[src/rtl/mem_region_map.sv]
// mem_region_map: runtime-programmable, tag-matched region table that classifies NUM_CH address streams.
// Define MEMMAP_FAULT_LOG_EN to add the first-fault capture log (fault_addr/fault_ch/fault_pend, fault_clr).

module mem_region_lane #(
  parameter int ADDR_W      = 32,
  parameter int TAG_W       = 10,
  parameter int NUM_REGIONS = 4,
  parameter int IW          = 2,
  parameter bit FETCH       = 1'b0
) (
  input  logic                              clk,
  input  logic                              rst_n,
  input  logic [NUM_REGIONS-1:0][TAG_W+3:0] tbl,
  input  logic                              req_valid,
  input  logic [ADDR_W-1:0]                 req_addr,
  input  logic                              req_wr,
  output logic                              rsp_valid,
  output logic                              rsp_cache_en,
  output logic                              rsp_fault,
  output logic [IW-1:0]                     rsp_region
);
  localparam int STAGES = 1;
  localparam int V_B = TAG_W + 3;
  localparam int C_B = TAG_W + 2;
  localparam int X_B = TAG_W + 1;
  localparam int W_B = TAG_W;

  logic [STAGES:0]    vld_pipe;
  logic [TAG_W-1:0]   tag;
  logic               hit;
  logic [IW-1:0]      idx;
  logic [TAG_W+3:0]   ent;
  logic               cache_d;
  logic               fault_d;

  assign tag         = req_addr[ADDR_W-1 -: TAG_W];
  assign vld_pipe[0] = req_valid;
  assign rsp_valid   = vld_pipe[STAGES];

  // Scan from the top down so the lowest matching index is the one left standing.
  always_comb begin
    hit = 1'b0;
    idx = '0;
    ent = '0;
    for (int r = NUM_REGIONS-1; r >= 0; r--) begin
      if (tbl[r][V_B] && tbl[r][TAG_W-1:0] == tag) begin
        hit = 1'b1;
        idx = IW'(r);
        ent = tbl[r];
      end
    end
  end

  assign cache_d = hit & ent[C_B];
  assign fault_d = !hit || (req_wr && !ent[W_B]) || (FETCH && !ent[X_B]);

  always_ff @(posedge clk) begin
    if (!rst_n) begin
      vld_pipe[STAGES:1] <= '0;
      rsp_cache_en       <= 1'b0;
      rsp_fault          <= 1'b0;
      rsp_region         <= '0;
    end else begin
      vld_pipe[STAGES:1] <= vld_pipe[STAGES-1:0];
      if (req_valid) begin
        rsp_cache_en <= cache_d;
        rsp_fault    <= fault_d;
        rsp_region   <= idx;
      end
    end
  end
endmodule

module mem_region_map #(
  parameter int              ADDR_W      = 32,
  parameter int              TAG_W       = 10,
  parameter int              NUM_CH      = 2,
  parameter int              NUM_REGIONS = 4,
  parameter logic [NUM_CH-1:0] FETCH_MASK = 'b01,
  localparam int             IW          = $clog2(NUM_REGIONS),
  localparam int             CW          = (NUM_CH > 1) ? $clog2(NUM_CH) : 1
) (
  input  logic                     clk,
  input  logic                     rst_n,
  input  logic                     cfg_we,
  input  logic [IW-1:0]            cfg_idx,
  input  logic [TAG_W+3:0]         cfg_wdata,
  input  logic                     cfg_lock,
  output logic                     cfg_locked,
  output logic                     cfg_err,
  input  logic [NUM_CH-1:0]        req_valid,
  input  logic [NUM_CH*ADDR_W-1:0] req_addr,
  input  logic [NUM_CH-1:0]        req_wr,
  output logic [NUM_CH-1:0]        rsp_valid,
  output logic [NUM_CH-1:0]        rsp_cache_en,
  output logic [NUM_CH-1:0]        rsp_fault,
  output logic [NUM_CH*IW-1:0]     rsp_region
`ifdef MEMMAP_FAULT_LOG_EN
  ,
  input  logic                     fault_clr,
  output logic [ADDR_W-1:0]        fault_addr,
  output logic [CW-1:0]            fault_ch,
  output logic                     fault_pend
`endif
);
  localparam int EW = TAG_W + 4;

  logic [NUM_REGIONS-1:0][EW-1:0] tbl;
  logic                           idx_ok;
  logic                           wr_ok;

  assign idx_ok = int'(cfg_idx) < NUM_REGIONS;
  assign wr_ok  = cfg_we && !cfg_locked && idx_ok;

  // Lookups this cycle see the table as it stood before any same-cycle write.
  always_ff @(posedge clk) begin
    if (!rst_n) begin
      tbl        <= '0;
      tbl[0]     <= {4'b1111, TAG_W'(0)};
      tbl[1]     <= {4'b1001, TAG_W'(1)};
      tbl[2]     <= {4'b1111, TAG_W'(2)};
      cfg_locked <= 1'b0;
      cfg_err    <= 1'b0;
    end else begin
      if (wr_ok) tbl[cfg_idx] <= cfg_wdata;
      cfg_err    <= cfg_we && !wr_ok;
      cfg_locked <= cfg_locked | cfg_lock;
    end
  end

  for (genvar i = 0; i < NUM_CH; i++) begin : g_lane
    mem_region_lane #(
      .ADDR_W     (ADDR_W),
      .TAG_W      (TAG_W),
      .NUM_REGIONS(NUM_REGIONS),
      .IW         (IW),
      .FETCH      (FETCH_MASK[i])
    ) u_lane (
      .clk         (clk),
      .rst_n       (rst_n),
      .tbl         (tbl),
      .req_valid   (req_valid[i]),
      .req_addr    (req_addr[i*ADDR_W +: ADDR_W]),
      .req_wr      (req_wr[i]),
      .rsp_valid   (rsp_valid[i]),
      .rsp_cache_en(rsp_cache_en[i]),
      .rsp_fault   (rsp_fault[i]),
      .rsp_region  (rsp_region[i*IW +: IW])
    );
  end

`ifdef MEMMAP_FAULT_LOG_EN
  logic [NUM_CH-1:0][ADDR_W-1:0] rsp_addr;
  logic [NUM_CH-1:0]             flt;
  logic                          any_flt;
  logic [CW-1:0]                 flt_ch;
  logic [ADDR_W-1:0]             flt_addr;

  always_ff @(posedge clk) begin
    if (!rst_n) begin
      rsp_addr <= '0;
    end else begin
      for (int i = 0; i < NUM_CH; i++)
        if (req_valid[i]) rsp_addr[i] <= req_addr[i*ADDR_W +: ADDR_W];
    end
  end

  assign flt     = rsp_valid & rsp_fault;
  assign any_flt = |flt;

  always_comb begin
    flt_ch   = '0;
    flt_addr = '0;
    for (int i = NUM_CH-1; i >= 0; i--) begin
      if (flt[i]) begin
        flt_ch   = CW'(i);
        flt_addr = rsp_addr[i];
      end
    end
  end

  // A fresh fault beats a same-cycle clear.
  always_ff @(posedge clk) begin
    if (!rst_n) begin
      fault_pend <= 1'b0;
      fault_addr <= '0;
      fault_ch   <= '0;
    end else if (any_flt && (!fault_pend || fault_clr)) begin
      fault_pend <= 1'b1;
      fault_addr <= flt_addr;
      fault_ch   <= flt_ch;
    end else if (fault_clr) begin
      fault_pend <= 1'b0;
    end
  end
`endif
endmodule

[config.mk]
export PLATFORM = sky130hd
export DESIGN_NAME = mem_region_map
export DESIGN_NICKNAME = d
export VERILOG_FILES = /design/src/rtl/mem_region_map.sv
export SDC_FILE = /design/constraint.sdc
export NUM_CORES = 1
export LEC_CHECK = 0
export ABC_AREA = 0
export BUFFER_PORTS_ARGS = -buffer_cell sky130_fd_sc_hd__clkbuf_2
export CELL_PAD_IN_SITES_DETAIL_PLACEMENT = 1
export CELL_PAD_IN_SITES_GLOBAL_PLACEMENT = 1
export CORE_MARGIN = 3
export CORE_UTILIZATION = 38
export CTS_CLUSTER_SIZE = 10
export DETAILED_ROUTE_END_ITERATION = 8
export PLACE_DENSITY_LB_ADDON = 0.1
export RECOVER_POWER = 25
export SKIP_LAST_GASP = 1
export SYNTH_ARGS = -nofsm -noshare
export SYNTH_HDL_FRONTEND = slang
export SYNTH_SLANG_ARGS = --single-unit
[constraint.sdc]
create_clock -name clk -period 2.3 [get_ports clk]
set_clock_uncertainty 0.2 [all_clocks]
set_input_delay 0.115 -clock clk [delete_from_list [all_inputs] [get_ports clk]]
set_output_delay 0.115 -clock clk [all_outputs]
set_load 0.05 [all_outputs]
==> metrics.md, run 1 <==
| Metric | Value |
|---|---|
| Run status | completed |
| Async S/R FF share, synth | 0 |
| Worst skew pair latency | 0.35 ns |
| Detailed Place HPWL | 8.92 mm |
| Hold Vio Cnt, Final | 0 |
| CP peak stage delay | 0.45 ns |
| CP startpoint kind | flop |
| Fin crit period | 2.15 ns |
| Design area | 4380 um^2 |
| DRT met1 WL | 5.70 mm |
| Rows | 35 |
| Post-DR wirelength/cell | 18.1 um |
| Starting Density | 0.397 |
| First-pass GRT wire length | 18.7 mm |
| Port Buf Inserts | 55 |
| Die Height | 105 um |
| Buf+Inv Stages, Crit Path | 0 |
| Final net count | 602 |
| Post-synthesis instance area | 3740 um^2 |
| # diodes | 0 |
| Leak | 1.50 nW |
| Chip width | 105 um |
| Final setup viols | 0 |
| RSZ-0062 raised after global routing | false |
| H-tree depth | 3 |
| Data required, critical path | 2.40 ns |
| Period utilization | 0.933 |
| Place WS | 0.186 ns |
| Top Metal Used | met4 |
| Clk slew on worst S/H paths | 0.08 ns |
| Relative slew slack | 0.132 |
| WL met3 | 537 um |
| Total Routed Length | 11.7 mm |
| Vias | 3,307 |
| Sequential fraction of the synthesis area | 0.364 |
| Syn nets | 550 |
| CP Cell Sequence | xnor2_2, nand4_1, or3_4, a311o_1, a21oi_1, o221a_1 |
| Most frequent cells in the layout | nand2_1 (113), xnor2_1 (78), dfxtp_1 (68) |
| Ratio of cells with drive above 1 in the final layout | 0.137 |
| Ys Warns | 0 |
| Clock sink count | 68 |
| Setup ws final | 0.153 ns |
| Vias/cell | 5.11 |
| Maximum root-to-sink buffer count | 2 |
| PwrDens | 567 nW/um^2 |
| Synth cell types | 43 |
| Post-CTS Setup Repair Bufs | 0 |
| Initial antenna violation count | 0 |
| Routability congestion estimate | 0.845 |
| Post-synth EDFFs | 0 |
| Die area | 11,100 um^2 |
| Vias in the first global route | 3,471 |
| Max Freq | 466 MHz |
| Top delay family on crit path | compound AO/OA/AOI/OAI gates |
| Syn-to-layout area delta | 17.1% |
| Hold buffers post-CTS | 18 |
| Cts bufs inserted | 9 |
| GRT Util Overall | 0.219 |
| Crit end category | flop |
| Crit path arrival time | 2.25 ns |
| Area after DPL | 4080 um^2 |
| Yosys reg bits | 68 |
| Setup_tns | 0 ns |
| Min-delay worst type | input pin to flop |
| WS Path Type | flop to flop |
| Commonest non-fill, non-tap cell in the layout | nand2_1 |
| Met2 WL | 5.32 mm |
| Routed Antenna Nets | 0 |
| # DRC | 0 |
| Initial drt markers | 110 |
| Max-cap violations | 0 |
| CTS resizes | 0 |
| Crit-path slowest cell | or3_4 |
| Total Power | 0.00248 W |
| IO Pins | 100 |
| DRT Pass-1 Iters | 4 |
| Total grt overflow | 0 |
| Largest net degree at the start of global routing | 31 |
| Synth Instances | 462 |
| Core area | 9420 um^2 |
| Hold slack | 0.102 ns |
| Root buffer cell | clkbuf_8 |
| Final Max Slew Viols | 0 |
| Avg Inst Size Synth | 8.10 um^2 |
| Max VDD drop | 254 uV |
| Primary FF master, synth | dfxtp_1 |
| CTS tree | built |
| Worst Max-Slew Pin Slew | 1.30 ns |
| Worst Path Max Fanout | 3 |
-- per-stage QoR --
| stage | cells | utilization |
|---|---|---|
| floorplan | 462 | - |
| global placement | 614 | 0.433 |
| detailed placement | 614 | 0.433 |
| CTS | 647 | 0.468 |
| global route | 647 | 0.465 |
| finish | 647 | 0.465 |
-- metal layers --
metal  vias to the layer above  global-route usage
li1                       1622                   -
met1                      1592               0.297
met2                        78               0.354
met3                        15              0.0453
met4                         0              0.0572
met5                         -                   0
-- flip-flops by register name (all words and copies together), names as in the netlist --
register	cells
g_lane.u_lane.rsp_fault	2
cfg_locked	1
g_lane.u_lane.rsp_cache_en	2
g_lane.u_lane.rsp_valid	2
cfg_err	1
tbl	56
g_lane.u_lane.rsp_region	4
-- worst paths after layout --
path,endpoint,cells after the start,slack [ns],startpoint
hold / removal,g_lane[1].u_lane.rsp_fault,4,0.10,req_wr[1]
setup reg to reg,g_lane[1].u_lane.rsp_fault,6,0.15,tbl[35]
setup / recovery,g_lane[1].u_lane.rsp_fault,6,0.15,tbl[35]
hold reg to reg,tbl[25],2,0.27,tbl[25]
-- cells in the mapped netlist, types with 6 or more instances --
library cell | instances | share of area
nand2_1 | 113 | 0.11
xnor2_1 | 78 | 0.18
dfxtp_1 | 68 | 0.36
a21boi_0 | 45 | 0.090
clkbuf_1 | 30 | 0.030
nand3_1 | 18 | 0.024
nand4_1 | 16 | 0.027
inv_1 | 7 | 0.0070
buf_4 | 6 | 0.012
nor3_1 | 6 | 0.0080
-- cell families (layout without fill, tap and decap cells) --
family | Yosys count | count (layout) | share of synthesized area
AND/OR/NAND/NOR | 184 | 184 | 0.224
buffers and inverters | 51 | 107 | 0.0625
AO/OA/AOI/OAI | 76 | 76 | 0.150
multiplexers | 3 | 3 | 0.00836
flip-flops | 68 | 68 | 0.364
XOR/XNOR | 80 | 80 | 0.191
-- worst min-delay path: stages --
cell	delay, ns
clkbuf_2	0.08
a21bo_2	0.18
a21oi_1	0.03
o221a_1	0.20
-- final cells by class --
class / instances / area [um^2]
Clock buffer: 12 / 135
Inverter: 7 / 26.3
Fill cell: 1179 / 5030
Clock inverter: 3 / 15.0
Tap cell: 129 / 161
Timing Repair Buffer: 85 / 529
Sequential cell: 68 / 1360
Multi-Input combinational cell: 343 / 2150
-- power by group --
part	switching (W)	internal [W]	total [W]
combinational	0.000224	0.000174	0.000398
sequential	0.0000357	0.00122	0.00125
clock	0.000454	0.000381	0.000835
total	0.000714	0.00177	0.00248
Note: power is estimated with default switching activity, not from simulation.
==> inputs of run 2 (changes only) <==
CORE_ASPECT_RATIO = 0.6   (was unset)
==> run 2 against run 1 <==
  * Sequential cell count is the same
  * Clock-buffer cell count grew 3
  * Non-clock buffer count shrank 1
  * Fmax shrank 3.1%
  * Power grew 23%
  * Wire length grew 5.6%
  * Worst hold slack gained 0.0096 ns
  * Design area grew 3.1%
  * Critical path type unchanged
  * Highest routed layer unchanged
==> metrics.md, run 2 (same netlist as run 1, synthesis figures left out) <==
| Metric | Value |
|---|---|
| WS Path Type | flop to flop |
| Data required, critical path | 2.38 ns |
| Area taken by multi-input logic gates | 2150 um^2 |
| Vias | 3,355 |
| Place WS | 0.116 ns |
| GRT Util Overall | 0.228 |
| Worst Path Max Fanout | 3 |
| Fin crit period | 2.22 ns |
| Post-DR wirelength/cell | 19.1 um |
| Initial drt markers | 172 |
| Final setup viols | 0 |
| Max-cap violations | 0 |
| Rows | 27 |
| Max VDD drop | 373 uV |
| Starting Density | 0.398 |
| Core area | 9390 um^2 |
| Cts bufs inserted | 9 |
| Max reg flops | 56 |
| Vias/cell | 5.18 |
| Largest registers in the final layout | tbl (56), g_lane.u_lane.rsp_region (4) |
| Crit path arrival time | 2.29 ns |
| Syn-to-layout area delta | 20.6% |
| Commonest non-fill, non-tap cell in the layout | nand2_1 |
| CTS tree | built |
| Final Max Slew Viols | 0 |
| Min-delay worst type | input pin to flop |
| Die Height | 82.9 um |
| Max Freq | 451 MHz |
| Leak | 1.57 nW |
| # diodes | 0 |
| Port Buf Inserts | 55 |
| Hold Vio Cnt, Final | 0 |
| Die area | 11,100 um^2 |
| Maximum root-to-sink buffer count | 2 |
| CTS resizes | 0 |
| Setup ws final | 0.0841 ns |
| Routed Antenna Nets | 0 |
| Vias in the first global route | 3,407 |
| Relative slew slack | 0.0794 |
| Clk slew on worst S/H paths | 0.06 ns |
| Chip width | 134 um |
| Routability congestion estimate | 0.913 |
| Hold buffers post-CTS | 18 |
| Total Routed Length | 12.4 mm |
| Initial antenna violation count | 0 |
| Crit end category | flop |
| Worst Max-Slew Pin Slew | 1.38 ns |
| Final net count | 601 |
| CP startpoint kind | flop |
| Register area | 1360 um^2 |
| Top reg by flops | tbl |
| DRT Pass-1 Iters | 4 |
| RSZ-0062 raised after global routing | false |
| Clock sink count | 68 |
| Ratio of cells with drive above 1 in the final layout | 0.139 |
| Most frequent cells in the layout | nand2_1 (113), xnor2_1 (78), dfxtp_1 (68) |
| H-tree depth | 3 |
| Detailed Place HPWL | 9.35 mm |
| Root buffer cell | clkbuf_16 |
| # DRC | 0 |
| Period utilization | 0.963 |
| Run status | completed |
| Setup_tns | 0 ns |
| Total grt overflow | 0 |
| Post-CTS Setup Repair Bufs | 0 |
| First-pass GRT wire length | 19.3 mm |
| Number of fill cells | 1,180 |
| Largest net degree at the start of global routing | 36 |
| Worst skew pair latency | 0.33 ns |
| PwrDens | 677 nW/um^2 |
| IO Pins | 100 |
[run 2: final cells by class]
type                       instances  area share
clock inverter                     1     0.00665
sequential                        68       0.302
timing repair buffer              84       0.114
clock buffer                      15      0.0593
multi-input combinational        343       0.477
tap                              130      0.0360
inverter                           7     0.00582
[run 2: layer usage]
| metal | global-route usage | wire length [um] |
|---|---|---|
| met1 | 0.341 | 6310 |
| met2 | 0.326 | 5010 |
| met3 | 0.0533 | 866 |
| met4 | 0.0582 | 184 |
| met5 | 0 | 0 |
[run 2: worst paths after layout]
path	startpoint	end	slack, ns	depth (start not counted)
worst min register to register	tbl[39]	tbl[39]	0.28	2
worst min-delay path	req_wr[1]	g_lane[1].u_lane.rsp_fault	0.11	4
worst max register to register	tbl[35]	g_lane[1].u_lane.rsp_fault	0.08	6
worst max-delay path	tbl[35]	g_lane[1].u_lane.rsp_fault	0.08	6
[run 2: report_power, final]
| part | internal (W) | switching [W] | total, W |
|---|---|---|---|
| clock network | 0.000900 | 0.000495 | 0.00140 |
| registers | 0.00122 | 0.0000403 | 0.00126 |
| logic | 0.000172 | 0.000229 | 0.000402 |
| total | 0.00229 | 0.000765 | 0.00305 |
[run 2: critical path, stage by stage (launching register included)]
cell	delay, ns
dfxtp_1	0.42
xnor2_2	0.14
nand4_1	0.24
or3_4	0.47
a311o_1	0.37
a21oi_1	0.13
o221a_1	0.18
[run 2: per-stage QoR]
stage | utilization | instance area (um^2) | hold WS (ns) | total power [W] | cells
3_5_place_dp | 0.434 | 4070 | 0.123 | 0.00166 | 614
6_report | 0.481 | 4510 | 0.112 | 0.00305 | 648
5_1_grt | 0.481 | 4510 | 0.134 | 0.00318 | 648
2_1_floorplan | - | 3740 | 0.0252 | 0.00153 | 462
4_1_cts | 0.485 | 4550 | 0.106 | 0.00309 | 648
3_3_place_gp | 0.434 | 4070 | 0.114 | 0.00165 | 614
==> inputs of run 3 (changes only) <==
ABC_AREA = 1   (was 0)
CORE_UTILIZATION = 37   (was 38)
CTS_CLUSTER_DIAMETER = 100   (was unset)
==> run 3 against run 2 <==
  * Global-route usage is 7.1 points higher
  * Worst hold slack lost 0.081 ns
  * Clock power up 11%
  * Sequential power barely moved
  * Setup slack improved by 0.081 ns
  * Die area up 18%
  * Utilization shrank 0.46 points
  * Wire length rose by 60%
==> metrics.md, run 3 <==
| Metric | Value |
|---|---|
| Worst Path Max Fanout | 4 |
| Primary FF master, synth | dfxtp_1 |
| Fin crit period | 2.14 ns |
| Most numerous cell in the Yosys netlist | nand2_1 |
| Min-delay worst type | input pin to flop |
| Detailed Place HPWL | 15.5 mm |
| Leading area contributor after synthesis | dfxtp_1 |
| Commonest non-fill, non-tap cell in the layout | nand2_1 |
| Vias in the first global route | 5,121 |
| CP peak stage delay | 0.44 ns |
| Max VDD drop | 407 uV |
| Max reg flops | 56 |
| Data required, critical path | 2.32 ns |
| Largest net degree at the start of global routing | 30 |
| WS Path Type | flop to flop |
| Xor-xnor portion of the synthesized cell area | 0.0343 |
| Die area | 13,100 um^2 |
| PwrDens | 662 nW/um^2 |
| Post-synth EDFFs | 0 |
| CTS tree | built |
| Max-cap violations | 0 |
| Syn nets | 806 |
| Crit end category | flop |
| CP startpoint kind | flop |
| Final net count | 876 |
| Run status | completed |
| Synth cell types | 36 |
| Top delay family on crit path | simple AND/OR/NAND/NOR gates |
| Starting Density | 0.395 |
| Synth Area in Compound Gates | 0.153 |
| Sequential fraction of the synthesis area | 0.314 |
| Total grt overflow | 0 |
| Mux contribution to synthesized area | 0 |
| Area share of the largest cell type after synthesis | 0.314 |
| Worst Max-Slew Pin Slew | 1.32 ns |
| Final Max Slew Viols | 0 |
| First-pass GRT wire length | 29.9 mm |
| Dominant cells by area after synthesis | dfxtp_1 (31%), nand2_1 (18%), inv_1 (7.5%) |
| Final setup viols | 0 |
| Initial antenna violation count | 0 |
| # diodes | 0 |
| Hold Vio Cnt, Final | 0 |
| Yosys reg bits | 68 |
| Routability congestion estimate | 0.955 |
| Period utilization | 0.928 |
| Vias/cell | 5.54 |
| Post-synth top cells | nand2_1 (212), inv_1 (87), dfxtp_1 (68) |
| Most frequent cells in the layout | nand2_1 (212), inv_1 (87), dfxtp_1 (68) |
| Crit-path slowest cell | dfxtp_1 |
| Final cell count without fillers | 948 |
| Buf+Inv Stages, Crit Path | 2 |
| Worst skew pair latency | 0.34 ns |
| Synth Instances | 718 |
| Ys Warns | 0 |
| Setup ws final | 0.165 ns |
| Leak | 2.46 nW |
| Largest registers in the final layout | tbl (56), g_lane.u_lane.rsp_region (4) |
| Async S/R FF share, synth | 0 |
| Largest family of logic cells by synthesized area | simple AND/OR/NAND/NOR gates |
| Routed Antenna Nets | 0 |
| IO Pins | 100 |
| GRT Util Overall | 0.299 |
| RSZ-0062 raised after global routing | false |
| Chip width | 146 um |
| Placed insts | 916 |
| Number of fill cells | 1,537 |
| Post-CTS Setup Repair Bufs | 0 |
| Rows | 29 |
| Cell repeated most along the worst path | nand2_1 |
| CP Cell Sequence | inv_1, nand2_1, nand2_1, nor3_1, inv_1, nor2_1, nand3_1, nand3_1, nand2_1, nand2_1, a21oi_1 |
| Post-synthesis instance area | 4340 um^2 |
| Maximum root-to-sink buffer count | 2 |
| Die Height | 89.9 um |
| Ratio of cells with drive above 1 in the final layout | 0.117 |
| Adder-Cell Fraction of Synth Area | 0 |
| Syn-to-layout area delta | 20.5% |
| Core area | 11,000 um^2 |
| Place WS | 0.246 ns |
| Area after DPL | 4780 um^2 |
| Top reg by flops | tbl |
| Crit path arrival time | 2.16 ns |
| Total Routed Length | 19.8 mm |
| Post-DR wirelength/cell | 20.9 um |
| Relative slew slack | 0.117 |
| Setup_tns | 0 ns |
| Initial drt markers | 590 |
| Cts bufs inserted | 9 |
| Clock sink count | 68 |
| Vias | 5,248 |
| H-tree depth | 3 |
| Avg Inst Size Synth | 6.05 um^2 |
| Port Buf Inserts | 55 |
| Synth Area in Simple Gates | 0.386 |
| Root buffer cell | clkbuf_16 |
| Clk slew on worst S/H paths | 0.06 ns |
| Max Freq | 468 MHz |
| Design area | 5230 um^2 |
| # DRC | 0 |
| R2R setup slack | 0.16 ns |
| DRT Pass-1 Iters | 5 |
## run 3: power breakdown
part	leakage [nW]	internal, W	switching, W
registers	0.555	0.00123	0.0000473
clock network	0.152	0.000984	0.000575
logic	1.75	0.000193	0.000434
## run 3: worst paths after layout
kind                                                    start                       endpoint  depth (start not counted)
worst max-delay path                                  tbl[47]     g_lane[1].u_lane.rsp_fault                         11
worst min-delay path                                req_wr[1]     g_lane[1].u_lane.rsp_fault                          5
worst max register to register                        tbl[47]     g_lane[1].u_lane.rsp_fault                         11
worst min register to register  g_lane[1].u_lane.rsp_cache_en  g_lane[1].u_lane.rsp_cache_en                          2
## run 3: routing by layer
layer,vias up,GRT usage,share of wire,wire length [um]
li1,2456,-,-,-
met2,226,0.424,0.40,8000
met1,2532,0.450,0.48,9430
met4,0,0.0774,0.019,381
met5,-,0,0,0
met3,34,0.0698,0.099,1960
## run 3: layout make-up
type	instances	area [um^2]	share of cell area
multi-input combinational	530	2500	0.477
sequential	68	1360	0.260
timing repair buffer	81	488	0.0932
inverter	98	368	0.0703
clock buffer	11	243	0.0464
tap	155	194	0.0371
clock inverter	5	83.8	0.0160
## run 3: repair_timing
action / in CTS / in global routing
hold endpoints to repair: 51 / 0
resized for setup: 0 / 1
hold buffers: 16 / 0
setup endpoints to repair: 0 / 1
## run 3: logic make-up after synthesis
logic type / count (synthesis)
xor gates and xnor gates: 17
and+or+nand+nor: 386
buffers and inverters: 120
AOI/OAI and AO/OA: 127
DFF: 68
## run 3: worst reg2reg max path: cells and delay by family, from the launching register on
kind	cells	cell delay, ns
AOI/OAI and AO/OA	1	0.09
and+or+nand+nor	8	1.10
buffers and inverters	2	0.21
DFF	1	0.44
## run 3: per-stage QoR
stage | hold WS [ns] | utilization | power (W)
6_report | 0.0307 | 0.476 | 0.00346
2_1_floorplan | 0.00845 | - | 0.00165
5_1_grt | 0.0569 | 0.476 | 0.00360
4_1_cts | 0.00404 | 0.479 | 0.00346
3_3_place_gp | 0.115 | 0.435 | 0.00187
3_5_place_dp | 0.134 | 0.435 | 0.00189
